$ cat config.mk
export PLATFORM = sky130hd
export DESIGN_NAME = sram_req_arbiter
export DESIGN_NICKNAME = d
export VERILOG_FILES = /design/src/rtl/sram_req_arbiter_pkg.sv /design/src/rtl/sram_id_fifo.sv /design/src/rtl/sram_req_arbiter.sv
export SDC_FILE = /design/constraint.sdc
export NUM_CORES = 1
export LEC_CHECK = 0
export CORE_AREA = 2 2 125 127
export DETAILED_ROUTE_END_ITERATION = 10
export DIE_AREA = 0 0 127 129
export PLACE_DENSITY = 0.64
export REMOVE_ABC_BUFFERS = 1
export SLEW_MARGIN = 40
export SYNTH_ARGS = -nofsm -noshare
export SYNTH_HDL_FRONTEND = slang
export SYNTH_SLANG_ARGS = --single-unit
$ cat constraint.sdc
create_clock -name clk -period 2.7 [get_ports clk]
set_input_delay 0.405 -clock clk [delete_from_list [all_inputs] [get_ports clk]]
set_output_delay 0.405 -clock clk [all_outputs]
set_load 0.1 [all_outputs]
$ cat src/rtl/sram_req_arbiter_pkg.sv
// sram_req_arbiter_pkg: shared encodings and request-bundle packing for the SRAM-like port arbiter.
`ifndef SRAM_REQ_BUS_WD
`define SRAM_REQ_BUS_WD 71
`endif
package sram_req_arbiter_pkg;
    localparam logic [1:0] SZ_BYTE = 2'd0;
    localparam logic [1:0] SZ_HALF = 2'd1;
    localparam logic [1:0] SZ_WORD = 2'd2;
    localparam logic RID_INST = 1'b0;
    localparam logic RID_DATA = 1'b1;
    typedef enum logic {ST_IDLE, ST_LOCKED} arb_state_e;
    function automatic logic [`SRAM_REQ_BUS_WD-1:0] pack_req(input logic wr, input logic [1:0] size,
                                                             input logic [31:0] addr, input logic [3:0] wstrb,
                                                             input logic [31:0] wdata);
        return {wr, size, addr, wstrb, wdata};
    endfunction
endpackage

$ cat src/rtl/sram_id_fifo.sv
// sram_id_fifo: in-order FIFO of requester IDs for accepted-but-unanswered requests.
module sram_id_fifo #(
    parameter int DEPTH = 4,
    parameter int PTR_W = 2
) (
    input  logic clk,
    input  logic resetn,
    input  logic push,
    input  logic pop,
    input  logic din,
    output logic full,
    output logic empty,
    output logic head
);
    logic [DEPTH-1:0] mem_q, mem_d;
    logic [PTR_W-1:0] wr_ptr_q, wr_ptr_d, rd_ptr_q, rd_ptr_d;
    logic [PTR_W:0] count_q, count_d;
    always_comb begin
        full = count_q == (PTR_W+1)'(DEPTH);
        empty = count_q == '0;
        head = mem_q[rd_ptr_q];
        mem_d = mem_q;
        if (push) mem_d[wr_ptr_q] = din;
        wr_ptr_d = push ? wr_ptr_q + PTR_W'(1) : wr_ptr_q;
        rd_ptr_d = pop ? rd_ptr_q + PTR_W'(1) : rd_ptr_q;
        count_d = count_q + (PTR_W+1)'(push) - (PTR_W+1)'(pop);
    end
    always_ff @(posedge clk or negedge resetn) begin
        if (!resetn) begin
            mem_q <= '0;
            wr_ptr_q <= '0;
            rd_ptr_q <= '0;
            count_q <= '0;
        end else begin
            mem_q <= mem_d;
            wr_ptr_q <= wr_ptr_d;
            rd_ptr_q <= rd_ptr_d;
            count_q <= count_d;
        end
    end
endmodule

$ cat src/rtl/sram_req_arbiter.sv
// sram_req_arbiter: shares one SRAM-like port between IF and MEM, routing in-order responses back to their issuer.
module sram_req_arbiter
    import sram_req_arbiter_pkg::*;
#(
    parameter int MAX_OUT = 4,
    parameter int PTR_W = 2
) (
    input  logic        clk,
    input  logic        resetn,
    input  logic        i_req,
    input  logic        i_wr,
    input  logic [1:0]  i_size,
    input  logic [31:0] i_addr,
    input  logic [3:0]  i_wstrb,
    input  logic [31:0] i_wdata,
    output logic        i_addr_ok,
    output logic        i_data_ok,
    output logic [31:0] i_rdata,
    input  logic        d_req,
    input  logic        d_wr,
    input  logic [1:0]  d_size,
    input  logic [31:0] d_addr,
    input  logic [3:0]  d_wstrb,
    input  logic [31:0] d_wdata,
    output logic        d_addr_ok,
    output logic        d_data_ok,
    output logic [31:0] d_rdata,
    output logic        m_req,
    output logic        m_wr,
    output logic [1:0]  m_size,
    output logic [31:0] m_addr,
    output logic [3:0]  m_wstrb,
    output logic [31:0] m_wdata,
    input  logic        m_addr_ok,
    input  logic        m_data_ok,
    input  logic [31:0] m_rdata,
    output logic        err
);
    arb_state_e state_q, state_d;
    logic owner_q, owner_d, err_q, err_d;
    logic grant_id, grant_req, push, pop, full, empty, head;
    logic [`SRAM_REQ_BUS_WD-1:0] m_bus;
    always_comb begin
        grant_id = (state_q == ST_LOCKED) ? owner_q : (d_req ? RID_DATA : RID_INST);
        grant_req = (grant_id == RID_DATA) ? d_req : i_req;
        m_req = grant_req && !full;
        m_bus = !grant_req ? '0 :
                (grant_id == RID_DATA) ? pack_req(d_wr, d_size, d_addr, d_wstrb, d_wdata)
                                       : pack_req(i_wr, i_size, i_addr, i_wstrb, i_wdata);
        push = m_req && m_addr_ok;
        pop = m_data_ok && !empty;
        i_addr_ok = push && grant_id == RID_INST;
        d_addr_ok = push && grant_id == RID_DATA;
        i_data_ok = pop && head == RID_INST;
        d_data_ok = pop && head == RID_DATA;
        i_rdata = i_data_ok ? m_rdata : '0;
        d_rdata = d_data_ok ? m_rdata : '0;
        state_d = state_q;
        owner_d = owner_q;
        err_d = err_q || (m_data_ok && empty);
        // A locked owner withdrawing its request is a protocol violation; release the lock.
        if (state_q == ST_LOCKED) begin
            state_d = (!grant_req || push) ? ST_IDLE : ST_LOCKED;
            err_d = err_d || !grant_req;
        end else if (m_req && !m_addr_ok) begin
            state_d = ST_LOCKED;
            owner_d = grant_id;
        end
    end
    assign {m_wr, m_size, m_addr, m_wstrb, m_wdata} = m_bus;
    assign err = err_q;
    always_ff @(posedge clk or negedge resetn) begin
        if (!resetn) begin
            state_q <= ST_IDLE;
            owner_q <= RID_INST;
            err_q <= 1'b0;
        end else begin
            state_q <= state_d;
            owner_q <= owner_d;
            err_q <= err_d;
        end
    end
    sram_id_fifo #(.DEPTH(MAX_OUT), .PTR_W(PTR_W)) u_id_fifo (
        .clk(clk),
        .resetn(resetn),
        .push(push),
        .pop(pop),
        .din(grant_id),
        .full(full),
        .empty(empty),
        .head(head)
    );
endmodule

# After elaboration in Yosys (flattened, before gate mapping)
# Index checks and enable logic that the tools add are counted.
# word_totals
ff_bits	14
inputBits	180
# classes
n_reduce_logical	19
n_addsub	4
n_eq_ne	1
n_bitwise	3
n_lt_le_gt_ge	3
muxes	16
# op_table
operator	n
two-way mux 71 bit	2
two-way mux 32 bit	2
logical AND 1 bit	10
two-way mux 1 bit	9
less-than comparator 2 x 3 -> 1 bit (second input constant)	2
adder 2 x 1 -> 2 bit (second input constant)	2
bitwise mux 4 bit	1
logical NOT 1 bit	4
adder 3 x 1 -> 3 bit	1
equality test 3 bit (second input constant)	1
logical NOT 3 bit	1
logical OR 1 bit	3
NOT 1 bit	3
subtractor 3 x 1 -> 3 bit	1
binary-select mux 1 bit (select 2 bit)	1
demux 1 bit (select 2 bit)	1
greater-or-equal comparator 2 x 1 -> 1 bit (second input constant)	1
AND reduction 2 bit	1

# Longest topological paths before layout
# Gate-level depths: netlist of run 1.
# logic_depth
depth_word	8
ltp_mapped	11
mapped_depth_nobuf	9

# Modules after synthesis
# From an unflattened synthesis of run 1, not the netlist that was laid out.
# hier_totals
hier_cells	375
area_unflattened_um2	2254.7
# modules_own_cells
module	instances	area_per_inst_um2	cells_per_inst	seq_area_each_um2
sram_req_arbiter	1	1711.6	332	75.1
sram_id_fifo	1	543.0	43	275.3

# Worst setup path after synthesis of run 1
# No wires, ideal clock.
# synth_timing
path_type	reg-to-output
startpoint	reg state_q
endpoint	out d_addr_ok
arrival_ns	3.152
slack_ns	-0.857
required_time_ns	2.295
stages_incl_launch_ff	7
path_cell_list	dfrtp_1 nand2b_1 a21oi_2 or2_1 buf_2 buf_6 nor3_1
# synth_between
elab_chain_len	5
# synth_rtl
element	line_no	rtl
from (decl)	sram_req_arbiter.sv:39	arb_state_e state_q, state_d;
from (signal assigned)	sram_req_arbiter.sv:78	state_q <= state_d;
two-way mux 1 bit (*)	sram_req_arbiter.sv:44	grant_id = (state_q == ST_LOCKED) ? owner_q : (d_req ? RID_DATA : RID_INST);
two-way mux 1 bit	sram_req_arbiter.sv:45	grant_req = (grant_id == RID_DATA) ? d_req : i_req;
logical AND 1 bit	sram_req_arbiter.sv:46	m_req = grant_req && !full;
logical AND 1 bit	sram_req_arbiter.sv:50	push = m_req && m_addr_ok;
logical AND 1 bit (*)	sram_req_arbiter.sv:53	d_addr_ok = push && grant_id == RID_DATA;
to (decl)	sram_req_arbiter.sv:25	output logic d_addr_ok,
# Mark *: on every way between the ends. The rest lies on a longest branch, timed or not.

# Worst setup path in the final report of run 1
# layout_timing
startpoint	reg state_q
endpoint	out m_wdata[3]
# layout_between
elab_chain_len	3
elab_cells_between_ends	4
cone_classes	4 x mux
# layout_rtl
element	line_no	rtl
two-way mux 1 bit (*)	sram_req_arbiter.sv:44	
two-way mux 71 bit / two-way mux 1 bit (equally long branches)	sram_req_arbiter.sv:48, sram_req_arbiter.sv:45	
two-way mux 71 bit (*)	sram_req_arbiter.sv:47	m_bus = !grant_req ? '0 :
to (decl)	sram_req_arbiter.sv:33	output logic [31:0] m_wdata,
# Marks and branches as above.

==> results_dict.tcl, run 1 <==
set metrics [dict create \
    grt-ovfl-total 0 \
    syn2layout_area_growth_pct 217.9 \
    io_buffers 320 \
    synth-xor-area-share 0.01897 \
    nets 909 \
    synthAdderAreaFrac 0.04119 \
    crit_type "flop to output pin" \
    row_count 45 \
    grtUsageTotal 0.1576 \
    die_width_um 127 \
    synth_area_mm2 0.002308 \
    drtPass1Iterations 4 \
    synth.top_cells.by_count "176 x nand2_1, 71 x a21oi_1, 34 x nor2_1" \
    clock_latency_ns 0.24 \
    async_reset_ff_frac 1.000 \
    synth_edf_count 0 \
    grt_pass1_wl_mm 20.56 \
    fin_crit_sh 0.9457 \
    ios 321 \
    crit_fanout 36 \
    cp-endpoint "m_wdata[3]" \
    synthFlopType "dfrtp_1" \
    skew_ns 0.001868 \
    cap_violations 0 \
    dp_cells 904 \
    gp_congestion 0.7608 \
    ff2ff_setup_slack_ns 0.44 \
    clk_pin_slew_worst_paths_ns 0.05 \
    root_buffer "clkbuf_16" \
    min_period_ns 2.553 \
    synth_simple_gate_area_frac 0.4862 \
    fin_area_mm2 0.007338 \
    hp-class "flop to flop" \
    outcome "finished, final reports clean" \
    place_area_mm2 0.007222 \
    syn_avg_cell_area_um2 5.549 \
    synth_area_leader_cell "nand2_1" \
    synth_top_area_share 0.2862 \
    synth_compound_area_frac 0.1675 \
    antennaDiodeCount 0 \
    slew_viol_final 0 \
    yosys_register_bits 14 \
    yosysSeqAreaShare 0.1518 \
    wl_per_cell_um 15.94 \
    finalSetupViolations 0 \
    hold_buffers 0 \
    die_y_um 129 \
    cp.arrival_ns 2.15 \
    rr_endpoint "u_id_fifo.count_q[2]$_DFF_PN0_" \
    synth_top_family_by_area "simple AND/OR/NAND/NOR gates" \
    drc 0 \
    die_area_mm2 0.01638 \
    synth_area_leaders "nand2_1 29%, a21oi_1 15%, dfrtp_1 15%, and3_1 8.7%, nor2_1 5.5%" \
    drt_iter0_drc 167 \
    hold_viol 0 \
    ant_nets 0 \
    rr_worst_depth 9 \
    fin_util 0.4900 \
    worstSetupStartpoint "state_q$_DFF_PN0_" \
    h-tree-depth 1 \
    ys_warn_count 0 \
    place_hpwl_mm 11.68 \
    cts_tree "built" \
    vias 3751 \
    grt_max_degree 72 \
    clk_path_buf_depth 2 \
    worst_pin_slew_ns 0.6571 \
    critPathLaunchType "flop" \
    grt_setup_unrepaired "no" \
    syn_inst 416 \
    cts_buffers 3 \
    vias_per_cell 4.127 \
    whs_ns 0.4832 \
    relSlewSlack 0.5606 \
    antenna_found_initial 0 \
    synth_cell_types 33 \
    core-area_mm2 0.01498 \
    r2r_start "u_id_fifo.count_q[1]$_DFF_PN0_" \
    cts.sinks 14 \
    crit_path_end_kind "output pin" \
    timing.fmax_ghz 0.3916 \
    grt_pass1_vias 3486 \
    worstHoldPathCells 1 \
    wl_mm 14.49 \
    final_cells 909 \
    yosysMostFrequentCell "nand2_1" \
    drive_above_1_share 0.2455 \
    synthMuxAreaShare 0.03902 \
    start_util 0.1541 \
    cp.required_ns 2.30 \
]
-- timing repair --
item | 4_1_cts | 5_1_grt
setup buffers | 0 | 0
hold endpoints to repair | 0 | 0
gates resized for setup | 0 | 1
endpoints found under the setup margin | 0 | 2
-- state kept, by name (all words and copies together) (netlist names) --
register,flops
u_id_fifo.mem_q,4
u_id_fifo.count_q,3
u_id_fifo.rd_ptr_q,2
u_id_fifo.wr_ptr_q,2
err,1
owner_q,1
state_q,1
-- how the worst min path moves through the flow --
stage                              startpoint                        endpoint
2_1_floorplan                          resetn                   err$_DFF_PN0_
3_3_place_gp   u_id_fifo.mem_q[3]$_DFFE_PN0P_  u_id_fifo.mem_q[3]$_DFFE_PN0P_
3_5_place_dp   u_id_fifo.mem_q[3]$_DFFE_PN0P_  u_id_fifo.mem_q[3]$_DFFE_PN0P_
4_1_cts        u_id_fifo.mem_q[3]$_DFFE_PN0P_  u_id_fifo.mem_q[3]$_DFFE_PN0P_
5_1_grt                         err$_DFF_PN0_                   err$_DFF_PN0_
6_report       u_id_fifo.mem_q[3]$_DFFE_PN0P_  u_id_fifo.mem_q[3]$_DFFE_PN0P_
-- stage by stage --
| step | setup TNS [ns] | worst slack [ns] |
|---|---|---|
| 4_1_cts | 0 | 0.07828 |
| 3_3_place_gp | 0 | 0.1101 |
| 2_1_floorplan | -257.26 | -2.266 |
| 3_5_place_dp | 0 | 0.07616 |
| 6_report | 0 | 0.1465 |
| 5_1_grt | 0 | 0.006217 |
-- kinds of logic after synthesis --
logic type,count (synthesis)
muxes,7
DFF,14
buffers and inverters,47
AOI/OAI and AO/OA,75
adders and majority gates,7
xor gates and xnor gates,5
and+or+nand+nor,261
-- cell usage in the layout (no fill, tap or decap), types with 6 or more instances in the layout --
master,instances
nor2_1,34
inv_1,7
a21oi_1,71
buf_12,148
ha_1,6
and3_1,32
nand2_1,176
dfrtp_1,14
clkdlybuf4s50_1,178
buf_4,13
-- area by class of cell --
| cell class | count | area [µm²] |
|---|---|---|
| clock buffer | 4 | 88.84 |
| fill | 1371 | 7639 |
| inverter | 7 | 26.28 |
| multi-input combinational | 355 | 1758 |
| sequential | 14 | 350.3 |
| tap | 188 | 235.2 |
| timing repair buffer | 341 | 4880 |
-- per-layer routing --
metal / global-route usage / wire length (µm) / vias to the layer above / share of wire
met4: 0.01810 / 96 / 0 / 0.0066
met5: 0 / 0 / - / 0
li1: - / - / 1951 / -
met1: 0.1958 / 5693 / 1650 / 0.39
met3: 0.01954 / 806 / 8 / 0.056
met2: 0.2998 / 7896 / 142 / 0.54
-- critical path, cell delays in order (launching register included) --
cell and delay (ns):
dfrtp_1 0.47, nand2_1 0.20, nor2_2 0.10, or2_2 0.40, buf_12 0.20, a21oi_1 0.29
buf_12 0.22
Power of run 1 is left out: the tool's default activity adds up to more than one toggle a clock period on the data nets, which glitch-free logic cannot reach.
==> run 2: changes to the inputs <==
--- a/config.mk
+++ b/config.mk
@@ -5,10 +5,11 @@
 export SDC_FILE = /design/constraint.sdc
 export NUM_CORES = 1
 export LEC_CHECK = 0
-export CORE_AREA = 2 2 125 127
+export ABC_AREA = 1
+export CORE_AREA = 2 2 124 126
 export DETAILED_ROUTE_END_ITERATION = 10
-export DIE_AREA = 0 0 127 129
-export PLACE_DENSITY = 0.64
+export DIE_AREA = 0 0 126 128
+export PLACE_DENSITY = 0.68
 export REMOVE_ABC_BUFFERS = 1
 export SLEW_MARGIN = 40
 export SYNTH_ARGS = -nofsm -noshare
==> results_dict.tcl, run 2 <==
set metrics [dict create \
    syn2layout_area_growth_pct 179.1 \
    power_switching_mw 6.384 \
    cp.arrival_ns 2.03 \
    clkPwrFrac 0.032 \
    place_hpwl_mm 11.24 \
    synth_area_leaders "nand2_1 43%, inv_1 15%, dfrtp_1 13%, nor2_1 9.8%, buf_2 3.9%" \
    cap_violations 0 \
    vias 4190 \
    h-tree-depth 1 \
    layout_setup_ws_ns 0.2675 \
    outcome "finished, final reports clean" \
    cpPeakStageDelay_ns 0.53 \
    drt_iter0_drc 191 \
    async_reset_ff_frac 1.000 \
    leakage_nw 4.106 \
    core-area_mm2 0.01486 \
    final_common_cell "nand2_1" \
    crit_type "primary input to output pin" \
    synth.top_cells.by_count "307 x nand2_1, 110 x inv_1, 71 x nor2_1" \
    yosysSeqAreaShare 0.1294 \
    drc 0 \
    grt_pass1_vias 4069 \
    worst_pin_slew_ns 0.6712 \
    crit_path_end_kind "output pin" \
    ir_drop_mv 0.5788 \
    cts.sinks 14 \
    slowest_stage "clkdlybuf4s50_1" \
    largest_reg_flops 4 \
    wl_mm 13.67 \
    grt-ovfl-total 0 \
    synth_edf_count 0 \
    gp_congestion 0.8545 \
    crit_fanout 76 \
    skew_ns 0.005256 \
    clk_pin_slew_worst_paths_ns 0.05 \
    internal_power_mw 3.542 \
    yosysMostFrequentCell "nand2_1" \
    antenna_found_initial 0 \
    cts_tree "built" \
    synth_area_leader_cell "nand2_1" \
    synth_cell_types 23 \
    drtPass1Iterations 6 \
    grt_max_degree 77 \
    root_buffer "clkbuf_16" \
    crit_chain "clkdlybuf4s50_1 -> nand2_1 -> nand2_2 -> buf_12 -> nand2_1 -> nand2_1 -> nand2_1 -> inv_1 -> buf_12" \
    relSlewSlack 0.5511 \
    synthFlopType "dfrtp_1" \
    fin_crit_sh 0.9009 \
    grtUsageTotal 0.1590 \
    ys_warn_count 0 \
    nets 1069 \
    clock_latency_ns 0.25 \
    hp-class "flop to flop" \
    die_width_um 126 \
    synth_area_mm2 0.002706 \
    cts_buffers 3 \
    syn_avg_cell_area_um2 4.666 \
    layout_common_cells "307 x nand2_1, 179 x clkdlybuf4s50_1, 144 x buf_12" \
    vias_per_cell 3.920 \
    swShare 0.6432 \
    row_count 45 \
    syn_inst 580 \
    cts_resized 0 \
    power_density_mw_per_mm2 1314 \
    post-place-ws_ns 0.2644 \
    yosys_register_bits 14 \
    grt_setup_unrepaired "no" \
    p_total_mw 9.926 \
    cp_common_cell "nand2_1" \
    die_area_mm2 0.01613 \
    top_register "u_id_fifo.mem_q" \
    antennaDiodeCount 0 \
    timing.fmax_ghz 0.4111 \
    start_util 0.1821 \
    wl_per_cell_um 12.79 \
    combPwrFrac 0.929 \
    die_y_um 128 \
    slew_viol_final 0 \
    reg.largest.list "u_id_fifo.mem_q: 4 flops, u_id_fifo.count_q: 3 flops" \
    finalSetupViolations 0 \
    p_seq_frac 0.039 \
    drive_above_1_share 0.1964 \
    ant_nets 0 \
    critPathLaunchType "primary input" \
    cts_setup_buffers 0 \
    synth_top_area_share 0.4258 \
    grt_pass1_wl_mm 21.05 \
    min_period_ns 2.433 \
    ios 321 \
    cp.required_ns 2.30 \
    hold_viol 0 \
    hold_buffers 0 \
    clk_path_buf_depth 2 \
    io_buffers 320 \
]
[run 2: cell count changes after synthesis, moves of 17 or more]
cell and delta:
nand2_1 +131, and3_1 -32, a21oi_1 -70, nor2_1 +37
inv_1 +103, clkbuf_1 -17
[run 2: power by group through the flow]
stage | registers [mW] | clock network [mW] | logic [mW]
after floorplan | 0.370 | 0 | 5.71
after global placement | 0.386 | 0 | 9.23
after detailed placement | 0.392 | 0 | 9.27
after CTS | 0.389 | 0.320 | 9.28
after global routing | 0.405 | 0.329 | 9.59
final | 0.389 | 0.315 | 9.22
[run 2: area by class of cell]
class	count	area [µm²]
sequential	14	350.3
tap	188	235.2
multi-input combinational	412	1710
timing repair buffer	327	4705
fill	1388	7310
clock buffer	4	88.84
inverter	124	465.4
[run 2: path summary, 6_finish.rpt]
| check | cells past startpoint | startpoint | slack [ns] | endpoint |
|---|---|---|---|---|
| worst max-delay path | 9 | d_req | 0.27 | m_addr[27] |
| worst min register to register | 2 | u_id_fifo.mem_q[2]$_DFFE_PN0P_ | 0.49 | u_id_fifo.mem_q[2]$_DFFE_PN0P_ |
| max in group asynchronous | 1 | resetn | 1.70 | u_id_fifo.wr_ptr_q[1]$_DFFE_PN0N_ |
| min in group asynchronous | 1 | resetn | 0.57 | err$_DFF_PN0_ |
| worst max register to register | 11 | u_id_fifo.count_q[1]$_DFF_PN0_ | 0.59 | u_id_fifo.count_q[2]$_DFF_PN0_ |
| worst min-delay path | 2 | u_id_fifo.mem_q[2]$_DFFE_PN0P_ | 0.49 | u_id_fifo.mem_q[2]$_DFFE_PN0P_ |
[run 2: cell families (layout without fill, tap and decap cells)]
| logic type | Yosys count | after routing | synth area share |
|---|---|---|---|
| compound gates | 4 | 4 | 0.01017 |
| simple gates | 397 | 397 | 0.5737 |
| fa+ha+maj | 7 | 7 | 0.03514 |
| buf+inv | 154 | 455 | 0.2386 |
| flops | 14 | 14 | 0.1295 |
| xor+xnor | 4 | 4 | 0.01295 |
[run 2: worst max-delay path, delay by kind of cell]
| kind | cells | cell delay [ns] |
|---|---|---|
| simple gates | 5 | 0.49 |
| buf+inv | 4 | 1.06 |
[run 2: per-stage QoR]
| step | area, µm² | std cells | setup TNS, ns | hold slack [ns] | util |
|---|---|---|---|---|---|
| floorplan | 2526 | 550 | -42.93 | 0.1094 | - |
| global placement | 7466 | 1065 | 0 | 0.4647 | 0.5023 |
| detailed placement | 7466 | 1065 | 0 | 0.4796 | 0.5023 |
| CTS | 7555 | 1069 | 0 | 0.4912 | 0.5082 |
| global route | 7555 | 1069 | 0 | 0.5246 | 0.5082 |
| finish | 7555 | 1069 | 0 | 0.4886 | 0.5082 |
[run 2: metal layers]
layer,GRT usage,up-vias,share of wire
li1,-,2229,-
met1,0.1901,1799,0.40
met2,0.2938,136,0.53
met3,0.02045,26,0.046
met4,0.05171,0,0.027
met5,0,-,0
Power figures use the tool's default switching activity.
